File: src/rtl/pipeline_hazard_ctrl.sv
// Stall/flush sequencer for the 5-stage MIPS_32 pipeline: load-use stalls,
// data-memory wait freezes with timeout, and branch flushes, plus perf counters.
module pipeline_hazard_ctrl #(
    parameter int MEM_TIMEOUT = 16,
    parameter int CNT_W       = 16
) (
    input  logic             clk,
    input  logic             rst,
    input  logic             id_valid,
    input  logic [4:0]       id_rs,
    input  logic [4:0]       id_rt,
    input  logic             id_uses_rt,
    input  logic             id_is_load,
    input  logic [4:0]       id_dest,
    input  logic             mem_access,
    input  logic             dmem_ready,
    input  logic             mem_branch_taken,
    output logic             pc_write,
    output logic             ifid_write,
    output logic             ifid_flush,
    output logic             idex_write,
    output logic             idex_bubble,
    output logic             exmem_write,
    output logic             exmem_flush,
    output logic             mem_timeout,
    output logic [CNT_W-1:0] stall_cnt,
    output logic [CNT_W-1:0] flush_cnt
);

    localparam int WAIT_W = $clog2(MEM_TIMEOUT + 1);

    typedef enum logic {S_RUN, S_WAIT} state_t;

    state_t            state, next_state;
    logic [WAIT_W-1:0] wait_cnt, next_wait_cnt;
    logic              ex_valid, ex_is_load;
    logic [4:0]        ex_dest;
    logic              load_use;

    // The instruction now in EX is a load whose result ID needs next cycle.
    assign load_use = ex_valid & ex_is_load & (ex_dest != 5'd0) & id_valid &
                      ((ex_dest == id_rs) | (id_uses_rt & (ex_dest == id_rt)));

    always_comb begin
        pc_write      = 1'b1;
        ifid_write    = 1'b1;
        ifid_flush    = 1'b0;
        idex_write    = 1'b1;
        idex_bubble   = 1'b0;
        exmem_write   = 1'b1;
        exmem_flush   = 1'b0;
        mem_timeout   = 1'b0;
        next_state    = state;
        next_wait_cnt = wait_cnt;

        if (rst) begin
            pc_write      = 1'b0;
            ifid_write    = 1'b0;
            idex_write    = 1'b0;
            exmem_write   = 1'b0;
            ifid_flush    = 1'b1;
            idex_bubble   = 1'b1;
            exmem_flush   = 1'b1;
            next_state    = S_RUN;
            next_wait_cnt = '0;
        end else if (mem_branch_taken) begin
            ifid_flush    = 1'b1;
            idex_bubble   = 1'b1;
            exmem_flush   = 1'b1;
            next_state    = S_RUN;
            next_wait_cnt = '0;
        end else if (state == S_WAIT) begin
            // Release cycles fall through to the normal all-write outputs.
            if (dmem_ready) begin
                next_state = S_RUN;
            end else if (wait_cnt == WAIT_W'(MEM_TIMEOUT - 1)) begin
                mem_timeout = 1'b1;
                next_state  = S_RUN;
            end else begin
                pc_write      = 1'b0;
                ifid_write    = 1'b0;
                idex_write    = 1'b0;
                exmem_write   = 1'b0;
                next_wait_cnt = wait_cnt + WAIT_W'(1);
            end
        end else if (mem_access && !dmem_ready) begin
            pc_write      = 1'b0;
            ifid_write    = 1'b0;
            idex_write    = 1'b0;
            exmem_write   = 1'b0;
            next_state    = S_WAIT;
            next_wait_cnt = WAIT_W'(1);
        end else if (load_use) begin
            pc_write    = 1'b0;
            ifid_write  = 1'b0;
            idex_bubble = 1'b1;
        end
    end

    // The EX shadow follows ID/EX exactly: loaded when ID/EX loads, NOP on a bubble.
    always_ff @(posedge clk) begin
        if (rst) begin
            state      <= S_RUN;
            wait_cnt   <= '0;
            ex_valid   <= 1'b0;
            ex_is_load <= 1'b0;
            ex_dest    <= 5'd0;
            stall_cnt  <= '0;
            flush_cnt  <= '0;
        end else begin
            state    <= next_state;
            wait_cnt <= next_wait_cnt;
            if (idex_write) begin
                if (idex_bubble) begin
                    ex_valid   <= 1'b0;
                    ex_is_load <= 1'b0;
                    ex_dest    <= 5'd0;
                end else begin
                    ex_valid   <= id_valid;
                    ex_is_load <= id_is_load;
                    ex_dest    <= id_dest;
                end
            end
            if (!pc_write && stall_cnt != '1) begin
                stall_cnt <= stall_cnt + CNT_W'(1);
            end
            if (mem_branch_taken && flush_cnt != '1) begin
                flush_cnt <= flush_cnt + CNT_W'(1);
            end
        end
    end

endmodule
File: config.mk
export PLATFORM = sky130hd
export DESIGN_NAME = pipeline_hazard_ctrl
export DESIGN_NICKNAME = d
export VERILOG_FILES = /design/src/rtl/pipeline_hazard_ctrl.sv
export SDC_FILE = /design/constraint.sdc
export NUM_CORES = 1
export LEC_CHECK = 0
export ABC_AREA = 0
export BUFFER_PORTS_ARGS = -buffer_cell sky130_fd_sc_hd__buf_2
export CAP_MARGIN = 20
export CORE_AREA = 3 3 71 73
export CTS_CLUSTER_DIAMETER = 40
export DETAILED_ROUTE_END_ITERATION = 8
export DIE_AREA = 0 0 74 76
export HOLD_SLACK_MARGIN = 0.12
export PLACE_DENSITY = 0.76
export SYNTH_ARGS = -nofsm -noshare
export SYNTH_HDL_FRONTEND = slang
export SYNTH_SLANG_ARGS = --single-unit
File: constraint.sdc
create_clock -name clk -period 2.9 [get_ports clk]
set_input_delay 0.58 -clock clk [delete_from_list [all_inputs] [get_ports clk]]
set_output_delay 0.58 -clock clk [all_outputs]
set_load 0.005 [all_outputs]
==> results of run 1 <==
-- cell usage in the layout, fill, tap and decap left out, types with 5 or more instances in the layout --
master	instances
buf_2	62
dfxtp_1	45
nor2_1	31
nand2_1	18
a21oi_1	17
xnor2_1	14
nand3_1	12
xor2_1	12
or3_1	11
inv_1	9
nand4_1	8
o21ai_1	8
and3_1	7
a22o_1	7
o21ai_0	6
or4_1	5
clkbuf_8	5
-- worst min-delay path by stage --
| stage | end | slack, ps | start | depth (start not counted) |
|---|---|---|---|---|
| 2_1_floorplan | ex_is_load$_SDFFE_PP0P_ | 440 | ex_is_load$_SDFFE_PP0P_ | 1 |
| 3_3_place_gp | ex_is_load$_SDFFE_PP0P_ | 450 | ex_is_load$_SDFFE_PP0P_ | 1 |
| 3_5_place_dp | ex_valid$_SDFFE_PP0P_ | 460 | ex_valid$_SDFFE_PP0P_ | 1 |
| 4_1_cts | ex_dest[2]$_SDFFE_PP0P_ | 490 | id_dest[2] | 2 |
| 5_1_grt | ex_dest[0]$_SDFFE_PP0P_ | 480 | id_dest[0] | 2 |
| 6_report | ex_valid$_SDFFE_PP0P_ | 490 | ex_valid$_SDFFE_PP0P_ | 1 |
-- registers in the layout, summed over array words and instances, names as in the netlist --
| name | count |
|---|---|
| ex_is_load | 1 |
| ex_dest | 5 |
| ex_valid | 1 |
| state | 1 |
| wait_cnt | 5 |
| flush_cnt | 16 |
| stall_cnt | 16 |
-- power by group through the flow --
stage / Clock, W / Sequential, W / Combinational, W
2_1_floorplan: 0 / 0.000656 / 0.0000694
3_3_place_gp: 0 / 0.000657 / 0.0000999
3_5_place_dp: 0 / 0.000658 / 0.000102
4_1_cts: 0.000559 / 0.000643 / 0.000103
5_1_grt: 0.000588 / 0.000645 / 0.000116
6_report: 0.000547 / 0.000643 / 0.000105
-- layout make-up --
type | count | area [um2] | area share
clock buffer | 5 | 68.8 | 0.0257
tap | 52 | 65.1 | 0.0243
timing repair buffer | 64 | 333 | 0.124
multi-input combinational | 193 | 1210 | 0.452
inverter | 9 | 33.8 | 0.0126
sequential | 45 | 901 | 0.337
clock inverter | 3 | 65.1 | 0.0243
-- per-stage QoR --
stage / total power [W] / cells / area [um2]
2_1_floorplan: 0.000725 / 258 / 2220
3_3_place_gp: 0.000757 / 362 / 2530
3_5_place_dp: 0.000760 / 362 / 2530
4_1_cts: 0.00130 / 370 / 2660
5_1_grt: 0.00135 / 371 / 2680
6_report: 0.00129 / 371 / 2680
-- routing by layer --
layer / share of wire / vias to the layer above / GRT usage
met3: 0.054 / 4 / 0.0475
met1: 0.47 / 920 / 0.226
met2: 0.47 / 52 / 0.293
li1: - / 1037 / -
met4: 0.0070 / 0 / 0.0326
met5: 0 / - / 0
-- cells by family (layout without fill, tap and decap cells) --
kind of cell,count (synthesis),count (layout),share of synthesized area
xor gates and xnor gates,26,26,0.102
buffers and inverters,20,81,0.0507
and+or+nand+nor,108,108,0.253
DFF,45,45,0.405
muxes,3,3,0.0135
adders and majority gates,4,4,0.0225
AOI/OAI and AO/OA,52,52,0.153
==> metrics.md, run 1 <==
| Metric | Value |
|---|---|
| Setup WS pre-CTS | `306 ps` |
| Top cells by count, synth | `45 x dfxtp_1, 31 x nor2_1, 18 x nand2_1` |
| Setup bufs post-CTS | `0` |
| Yosys warning count | `0` |
| Setup TNS | `0 ps` |
| Clk_skew | `11.6 ps` |
| Relative slew slack | `0.660` |
| Reg clk slew, reported paths | `80 ps` |
| Die height | `76 um` |
| Number of distinct library cells after synthesis | `39` |
| Leak Pwr | `1.11 nW` |
| Root Driver | `clkbuf_8` |
| Share of the synthesized area in the top cell type | `0.405` |
| Critical path cell sequence | `ha_1 > and3_1 > ha_1 > and2_1 > o41a_1 > nor2b_1 > buf_2` |
| CP startpoint | `wait_cnt[0]$_SDFFE_PP0P_` |
| Final hold violations | `0` |
| RSZ-0062 raised after global routing | `false` |
| Cell with the most instances after synthesis | `dfxtp_1` |
| Ant diodes | `0` |
| Peak per-stage delay on the critical path | `370 ps` |
| Hold Crit Class | `flop to flop` |
| Num ports | `63` |
| Worst-Skew Late Latency | `300 ps` |
| Net Count, Synth | `285` |
| Core area | `4410 um2` |
| Pwr/cell area | `484 nW/um2` |
| Die area | `5620 um2` |
| FFs w/ async S/R, synth | `0` |
| Via count | `2013` |
| Clock Power Share | `0.422` |
| CTS tree | `built` |
| Mapped Area | `2220 um2` |
| Reg2reg end | `stall_cnt[5]$_SDFFE_PP0P_` |
| Max Fanout on Critical Path | `4` |
| Worst Max-Slew Pin Slew | `508 ps` |
| Crit path launch type | `flop` |
| H-tree lvl count | `2` |
| Initial antenna violation count | `0` |
| Max IR drop VDD | `0.000266 V` |
| First-pass GRT wire length | `7980 um` |
| DP HPWL | `3570 um` |
| Post-Syn Instances | `258` |
| Switching part of the total | `0.211` |
| Critical Path End | `ifid_write` |
| Flops & latches, synth | `45` |
| Post-layout util | `0.606` |
| Die W | `74 um` |
| Clock buffer depth | `2` |
| CTS buffer count | `5` |
| Register share of total power | `0.497` |
| # hold bufs at CTS | `0` |
| Main area contributors after synthesis | `dfxtp_1 41%, xnor2_1 5.5%, nor2_1 5.2%` |
| Reg2Reg Setup Slack | `300 ps` |
| Net Switching | `0.000274 W` |
| GR Util All Layers | `0.176` |
| Final-report setup violation count | `0` |
| CP dominant cell by count | `ha_1` |
| Syn avg cell area | `8.61 um2` |
| Worst r2r path cells | `10` |
| Slew Viols, Final | `0` |
| Routed Antenna Nets | `0` |
| Filler cells | `397` |
| Post-synth EDFFs | `0` |
| Worst Setup End Kind | `output pin` |
| Worst path bufs/invs | `1` |
| Worst hold slack | `492 ps` |
| Sequential area share after synthesis | `0.405` |
| Cell Rows | `24` |
| Nets@finish | `345` |
| Critical R2R Launch | `wait_cnt[0]$_SDFFE_PP0P_` |
| Pre-antenna DRT Iters | `4` |
| Overflow after GRT | `0` |
| Pin count of the biggest net entering global routing | `33` |
| Placer's final routability congestion estimate | `0.844` |
| Layout area overhead | `20.4%` |
| Drt total wl | `4830 um` |
| Routed length per instance | `13.0 um` |
| Top_reg_cell synth | `dfxtp_1` |
| Iteration-0 DRC Markers | `112` |
| Data required time of the worst path | `2320 ps` |
| Slowest cell on the critical path | `o41a_1` |
| WP data arrival | `2120 ps` |
| Int Power | `0.00102 W` |
| Yosys top cell by area | `dfxtp_1` |
| Layout cells sized above 1 | `0.238` |
| Worst Slack Setup Final | `196 ps` |
| CP Depth | `7` |
| Critical path's top delay family | `simple AND/OR/NAND/NOR gates` |
| CTS resizes | `0` |
| Logic pwr share | `0.081` |
| Crit path time final | `2700 ps` |
| WS Path Type | `flop to output pin` |
| Vias in the first global route | `1797` |
| DR DRC count | `0` |
| Max Freq | `370 MHz` |
| Num Clock Sinks | `45` |
| Via density | `5.43` |
| Port bufs | `62` |
| Status | `completed` |
| Initial Util | `0.503` |
| MaxCap Viol Count | `0` |
| Final critical-path share of the clock period | `0.932` |
(Power assumes the default switching activity.)
==> run 2, diff against run 1 <==
Settings changed: ABC_AREA 0 to 1, CORE_AREA 3 3 71 73 to 3 3 77 79, DIE_AREA 0 0 74 76 to 0 0 80 82, GPL_ROUTABILITY_DRIVEN set to 1, PLACE_DENSITY 0.76 to 0.73, REMOVE_ABC_BUFFERS set to 1.
==> run 2 against run 1 <==
  * Non-clock buffer count up 1
  * Register-to-register slack better by 470 ps
  * Fmax down 0.54%
  * Worst hold slack worse by 22 ps
  * Design area up 15%
  * Flip-flop and latch count unchanged
  * Sequential share of layout area down 4.3 points
  * Die area up 17%
  * Synthesized cell count up 49%
  * Clock skew down 1.6 ps
==> metrics.md, run 2 <==
| Metric | Value |
|---|---|
| Routed length per instance | `11.8 um (-9.1%)` |
| Via density | `5.05 (-6.9%)` |
| Critical path cell sequence | `ha_1 > nand2_1 > nor2_1 > ha_1 > o21ai_2 > inv_1 > nor2_1 > nand3_1 > nand2_8 > inv_1 > buf_2` |
| Cell with the most instances after synthesis | `nand2_1` |
| Worst path bufs/invs | `3 (+2)` |
| GR Util All Layers | `0.190 (+0.0140)` |
| Drt total wl | `6130 um (+27%)` |
| Via count | `2617 (+30%)` |
| # hold bufs at CTS | `0 (unchanged)` |
| Post-Syn Instances | `384 (+49%)` |
| Iteration-0 DRC Markers | `70 (-38%)` |
| Num Clock Sinks | `45 (unchanged)` |
| Reg clk slew, reported paths | `90 ps (about the same)` |
| Sequential area share after synthesis | `0.346 (-0.0598)` |
| Overflow after GRT | `0 (unchanged)` |
| Layout area overhead | `17.7%` |
| Relative slew slack | `0.688 (+0.0278)` |
| Slowest cell on the critical path | `dfxtp_1` |
| Port bufs | `62 (unchanged)` |
| Leak Pwr | `1.31 nW (+18%)` |
| Clock buffer depth | `2 (unchanged)` |
| Yosys top cell by area | `dfxtp_1` |
| Share of the synthesized area in the top cell type | `0.346 (-0.0598)` |
| Vias in the first global route | `2268 (+26%)` |
| Placer's final routability congestion estimate | `0.846 (+0.28%)` |
| Pre-antenna DRT Iters | `5 (+1)` |
| Yosys warning count | `0 (unchanged)` |
| Max IR drop VDD | `0.000202 V (-24%)` |
| Flops & latches, synth | `45 (unchanged)` |
| MaxCap Viol Count | `0 (unchanged)` |
| Data required time of the worst path | `2320 ps (about the same)` |
| First-pass GRT wire length | `10100 um (+26%)` |
| Initial Util | `0.482 (-0.0212)` |
| DR DRC count | `0 (unchanged)` |
| FFs w/ async S/R, synth | `0 (unchanged)` |
| Status | `completed` |
| WP data arrival | `2140 ps (+20 ps)` |
| CTS buffer count | `5 (unchanged)` |
| Setup TNS | `0 ps (unchanged)` |
| Die area | `6560 um2 (+17%)` |
| Post-synth EDFFs | `0 (unchanged)` |
| Commonest cells after routing, fill and taps aside | `100 x nand2_1, 62 x buf_2, 45 x dfxtp_1` |
| Routed Antenna Nets | `0 (unchanged)` |
| Commonest non-fill, non-tap cell in the layout | `nand2_1` |
| Clk_skew | `9.96 ps (-1.63 ps)` |
| Nets@finish | `472 (+37%)` |
| Top_reg_cell synth | `dfxtp_1` |
| Worst Max-Slew Pin Slew | `467 ps (-40.9 ps)` |
| RSZ-0062 raised after global routing | `false` |
| Hold Crit Class | `flop to flop` |
| Final-report setup violation count | `0 (unchanged)` |
| CTS tree | `built` |
| Root Driver | `clkbuf_8` |
| Pin count of the biggest net entering global routing | `23 (-30%)` |
| Biggest registers after layout | `flush_cnt: 16 flops, stall_cnt: 16 flops` |
| Worst-Skew Late Latency | `290 ps (about the same)` |
| Crit path launch type | `flop` |
| Syn avg cell area | `6.79 um2 (-21%)` |
| Worst Setup End Kind | `output pin` |
| Final critical-path share of the clock period | `0.938 (+0.00510)` |
| DP HPWL | `4490 um (+26%)` |
| Top cells by count, synth | `100 x nand2_1, 45 x dfxtp_1, 42 x nor2_1` |
| Max Fanout on Critical Path | `18 (+14)` |
| Peak per-stage delay on the critical path | `340 ps (-30 ps)` |
| Setup WS pre-CTS | `311 ps (+4.79 ps)` |
| Die height | `82 um (+7.9%)` |
| Mapped Area | `2610 um2 (+17%)` |
| Die W | `80 um (+8.1%)` |
| Cell Rows | `27 (+13%)` |
| Layout cells sized above 1 | `0.220 (-0.0185)` |
| Final hold violations | `0 (unchanged)` |
| Initial antenna violation count | `0 (unchanged)` |
| Main area contributors after synthesis | `dfxtp_1 35%, nand2_1 14%, nand3_1 6.7%` |
| Num ports | `63 (unchanged)` |
| Critical path's top delay family | `simple AND/OR/NAND/NOR gates` |
| Max Freq | `368 MHz (-0.54%)` |
| Number of distinct library cells after synthesis | `32 (-18%)` |
| Ant diodes | `0 (unchanged)` |
| Core area | `5410 um2 (+22%)` |
| H-tree lvl count | `2 (unchanged)` |
| Crit path time final | `2720 ps (+14.8 ps)` |
| WS Path Type | `flop to output pin` |
| Pwr/cell area | `375 nW/um2 (-23%)` |
| Slew Viols, Final | `0 (unchanged)` |
| Worst Slack Setup Final | `181 ps (-14.8 ps)` |
## run 2: final timing paths
path | cells after the start | from | slack, ps | end
worst max register to register | 9 | flush_cnt[0]$_SDFFE_PP0P_ | 770 | flush_cnt[3]$_SDFFE_PP0P_
worst min register to register | 2 | ex_is_load$_SDFFE_PP0P_ | 470 | ex_is_load$_SDFFE_PP0P_
worst min-delay path | 2 | ex_is_load$_SDFFE_PP0P_ | 470 | ex_is_load$_SDFFE_PP0P_
worst max-delay path | 11 | wait_cnt[0]$_SDFFE_PP0P_ | 180 | pc_write
## run 2: final cells by class
cell class,count,area [um2]
flip-flops and latches,45,901
clock buffers,6,72.6
multi-input cells,286,1500
fillers,539,2340
well taps,72,90.1
clock inverters,2,15.0
repair buffers,65,333
inverters,42,158
## run 2: kinds of logic (layout without fill, tap and decap cells)
logic type	Yosys count	count (layout)	share of synthesized area
AO/OA/AOI/OAI	52	52	0.118
flip-flops	45	45	0.346
AND/OR/NAND/NOR	210	210	0.364
XOR/XNOR	20	20	0.0672
adder cells (fa/ha/maj)	4	4	0.0192
buffers and inverters	53	115	0.0859
## run 2: worst reg2reg max path: stages (launching register included)
cell,delay (ps)
dfxtp_1,440
ha_1,240
nand3_1,140
nor3_1,180
nand3b_1,110
nand2_1,370
inv_1,240
nand2_1,130
o21ai_0,80
a21oi_1,140
## run 2: what timing repair did
action,in CTS,in global routing
setup buffers,0,1
gates resized for setup,1,2
endpoints found under the setup margin,2,2
pin swaps,0,1
## run 2: where the power goes
part	internal [W]	total [W]	switching (W)
Clock	0.000170	0.000386	0.000216
Sequential	0.000628	0.000639	0.0000115
Combinational	0.0000483	0.000125	0.0000769
Total	0.000846	0.00115	0.000304
## run 2: metal layers
metal	global-route usage	share of wire
met5	0	0
met4	0.0659	0.011
met3	0.0362	0.050
met2	0.322	0.48
met1	0.240	0.46
## run 2: metrics by stage
step	instance area (um2)	hold slack, ps	utilization	cells	total power (W)
finish	3070	471	0.568	518	0.00115
global route	3070	492	0.568	518	0.00121
CTS	3050	475	0.564	517	0.00116
detailed placement	2960	454	0.547	509	0.000775
global placement	2960	446	0.547	509	0.000773
floorplan	2540	428	-	373	0.000720
==> run 3, diff against run 2 <==
Settings changed: ABC_CLOCK_PERIOD_IN_PS set to 2900, CELL_PAD_IN_SITES_DETAIL_PLACEMENT set to 1, CELL_PAD_IN_SITES_GLOBAL_PLACEMENT set to 1, CORE_AREA 3 3 77 79 to 4 4 89 91, DIE_AREA 0 0 80 82 to 0 0 93 95, PLACE_DENSITY 0.73 to 0.78.
==> run 3 against run 2 <==
  * Worst setup slack improved by 94 ps
  * Via count rose by 3.4%
  * First-iteration DRC count rose by 4.3%
  * Fmax rose by 3.6%
  * Core utilization fell by 13 points
  * Combinational power rose by 5%
  * Critical path type unchanged
  * Largest cell class unchanged
==> metrics.md, run 3 (synthesis results as in run 2) <==
| Metric | Value |
|---|---|
| Status | `completed` |
| Non-Filler Instances | `547 (+5.6%)` |
| Critical R2R Launch | `wait_cnt[0]$_SDFFE_PP0P_` |
| Placed cells | `537 (+5.5%)` |
| RSZ-0062 raised after global routing | `false` |
| Final critical-path share of the clock period | `0.905 (-0.0323)` |
| Worst Max-Slew Pin Slew | `490 ps (+23.2 ps)` |
| MaxCap Viol Count | `0 (unchanged)` |
| Via density | `4.95 (-2.1%)` |
| Sequential Area | `901 um2 (unchanged)` |
| Root Driver | `clkbuf_8` |
| Setup TNS | `0 ps (unchanged)` |
| Routed length per instance | `13.1 um (+11%)` |
| Relative slew slack | `0.672 (-0.0159)` |
| Initial antenna violation count | `0 (unchanged)` |
| H-tree lvl count | `2 (unchanged)` |
| Crit path time final | `2630 ps (-93.8 ps)` |
| Die W | `93 um (+16%)` |
| Commonest cells after routing, fill and taps aside | `100 x nand2_1, 62 x buf_2, 45 x dfxtp_1` |
| Worst Setup End Kind | `output pin` |
| Layout area overhead | `19.7%` |
| Hold Crit Class | `flop to flop` |
| Register share of total power | `0.554 (-0.002)` |
| Clock buffer depth | `2 (unchanged)` |
| Clk_skew | `3.94 ps (-6.02 ps)` |
| Slowest cell on the critical path | `dfxtp_1` |
| Pin count of the biggest net entering global routing | `23 (unchanged)` |
| Port bufs | `62 (unchanged)` |
| Net Switching | `0.000309 W (+1.6%)` |
| First-pass GRT wire length | `12000 um (+20%)` |
| DR DRC count | `0 (unchanged)` |
| Logic pwr share | `0.113 (+0.004)` |
| Iteration-0 DRC Markers | `73 (+4.3%)` |
| Int Power | `0.000846 W (about the same)` |
| Area of the multi-input gates | `1510 um2 (+0.50%)` |
| Overall Power | `0.00115 W (+0.39%)` |
| Slew Viols, Final | `0 (unchanged)` |
| Cell Rows | `31 (+15%)` |
| CTS buffer count | `5 (unchanged)` |
| Clock Power Share | `0.332 (-0.003)` |
| Core area | `7140 um2 (+32%)` |
| CTS tree | `built` |
| Reg2Reg Setup Slack | `640 ps (-130 ps)` |
| Die area | `8840 um2 (+35%)` |
| Via count | `2705 (+3.4%)` |
| Ant diodes | `0 (unchanged)` |
| Overflow after GRT | `0 (unchanged)` |
| GR Util All Layers | `0.166 (-0.0239)` |
| Commonest non-fill, non-tap cell in the layout | `nand2_1` |
| Critical path cell sequence | `ha_1 > nand2_1 > nor2_1 > ha_1 > o21ai_4 > nand2_4 > nor2_2 > nor2_4 > buf_4 > buf_2` |
| Reg clk slew, reported paths | `80 ps (about the same)` |
| Vias in the first global route | `2675 (+18%)` |
| Filler cells | `983 (+82%)` |
| Critical Path End | `idex_write` |
| Worst r2r path cells | `13 (+4)` |
| Layout cells sized above 1 | `0.223 (+0.00348)` |
| Biggest registers after layout | `flush_cnt: 16 flops, stall_cnt: 16 flops` |
| Data required time of the worst path | `2320 ps (about the same)` |
| Max Fanout on Critical Path | `9 (-9)` |
| Crit path launch type | `flop` |
| Post-layout util | `0.437 (-0.131)` |
| Max Freq | `381 MHz (+3.6%)` |
| Num Clock Sinks | `45 (unchanged)` |
| Pre-antenna DRT Iters | `4 (-1)` |
| Routed Antenna Nets | `0 (unchanged)` |
| Placer's final routability congestion estimate | `0.839 (-0.91%)` |
| Num ports | `63 (unchanged)` |
| Nets@finish | `474 (+0.42%)` |
| Final-report setup violation count | `0 (unchanged)` |
| Reg2reg end | `stall_cnt[15]$_SDFFE_PP0P_` |
| Worst-Skew Late Latency | `290 ps (about the same)` |
| WS Path Type | `flop to output pin` |
| CP startpoint | `wait_cnt[0]$_SDFFE_PP0P_` |
| # hold bufs at CTS | `0 (unchanged)` |
| CP dominant cell by count | `ha_1` |
| Pwr/cell area | `370 nW/um2 (-1.3%)` |
| Initial Util | `0.365 (-0.117)` |
| Die height | `95 um (+16%)` |
| Drt total wl | `7160 um (+17%)` |
| WP data arrival | `2050 ps (-90 ps)` |
| DP HPWL | `5540 um (+23%)` |
| Peak per-stage delay on the critical path | `350 ps (about the same)` |
| Switching part of the total | `0.268 (+0.00327)` |
| Max IR drop VDD | `0.000196 V (-2.8%)` |
| Leak Pwr | `1.33 nW (+1.5%)` |
| Final hold violations | `0 (unchanged)` |
==> run 3: changes by cell type in the layout (fill, tap and decap cells not counted), sizes merged <==
cell      delta
buf          +2
clkinvlp     -2
clkinv       +2
==> run 3: critical path, delay by kind of cell, from the launching register on <==
kind / cells / cell delay (ps)
and+or+nand+nor: 5 / 500
AOI/OAI and AO/OA: 1 / 190
adders and majority gates: 2 / 420
buffers and inverters: 2 / 300
DFF: 1 / 350
==> run 3: final cells by class <==
| class | count | share of cell area |
|---|---|---|
| multi-input combinational | 286 | 0.483 |
| sequential | 45 | 0.289 |
| timing repair buffer | 67 | 0.112 |
| inverter | 42 | 0.0505 |
| tap | 99 | 0.0397 |
| clock buffer | 6 | 0.0233 |
| clock inverter | 2 | 0.00321 |
==> run 3: power groups by stage <==
stage	clock network, W	logic [W]	registers (W)
after floorplan	0	0.0000674	0.000653
after global placement	0	0.000123	0.000654
after detailed placement	0	0.000127	0.000655
after CTS	0.000403	0.000128	0.000640
after global routing	0.000421	0.000148	0.000643
final	0.000384	0.000131	0.000640
==> run 3: worst min-delay path by stage <==
stage                              from  cells after the start                  endpoint  slack [ps]
2_1_floorplan   ex_is_load$_SDFFE_PP0P_                      2   ex_is_load$_SDFFE_PP0P_         430
3_3_place_gp      ex_valid$_SDFFE_PP0P_                      2     ex_valid$_SDFFE_PP0P_         450
3_5_place_dp      ex_valid$_SDFFE_PP0P_                      2     ex_valid$_SDFFE_PP0P_         460
4_1_cts        wait_cnt[4]$_SDFFE_PP0P_                      2  wait_cnt[4]$_SDFFE_PP0P_         490
5_1_grt        wait_cnt[4]$_SDFFE_PP0P_                      2  wait_cnt[4]$_SDFFE_PP0P_         500
6_report       wait_cnt[4]$_SDFFE_PP0P_                      2  wait_cnt[4]$_SDFFE_PP0P_         480
==> run 3: timing repair <==
item                                    CTS  global route
setup buffers                             0             2
resized for setup                         1             3
gates cloned                              0             0
pin swaps                                 0             2
hold endpoints to repair                  0             0
endpoints found under the setup margin    2             2
==> run 3: through the flow <==
step	instance area (um2)	setup slack, ps	hold slack (ps)
after detailed placement	3000	248	457
after global placement	3000	356	448
after floorplan	2540	629	428
after CTS	3080	32.6	486
after global routing	3120	85.1	503
final	3120	275	481
==> run 3: per-layer routing <==
metal  track usage  vias up  share of wire  routed length (um)
met1         0.204     1285           0.47                3340
met3        0.0295        2          0.039                 277
met4        0.0354        0         0.0053                  38
met5             0        -              0                   0
met2         0.301       48           0.49                3510
li1              -     1370              -                   -
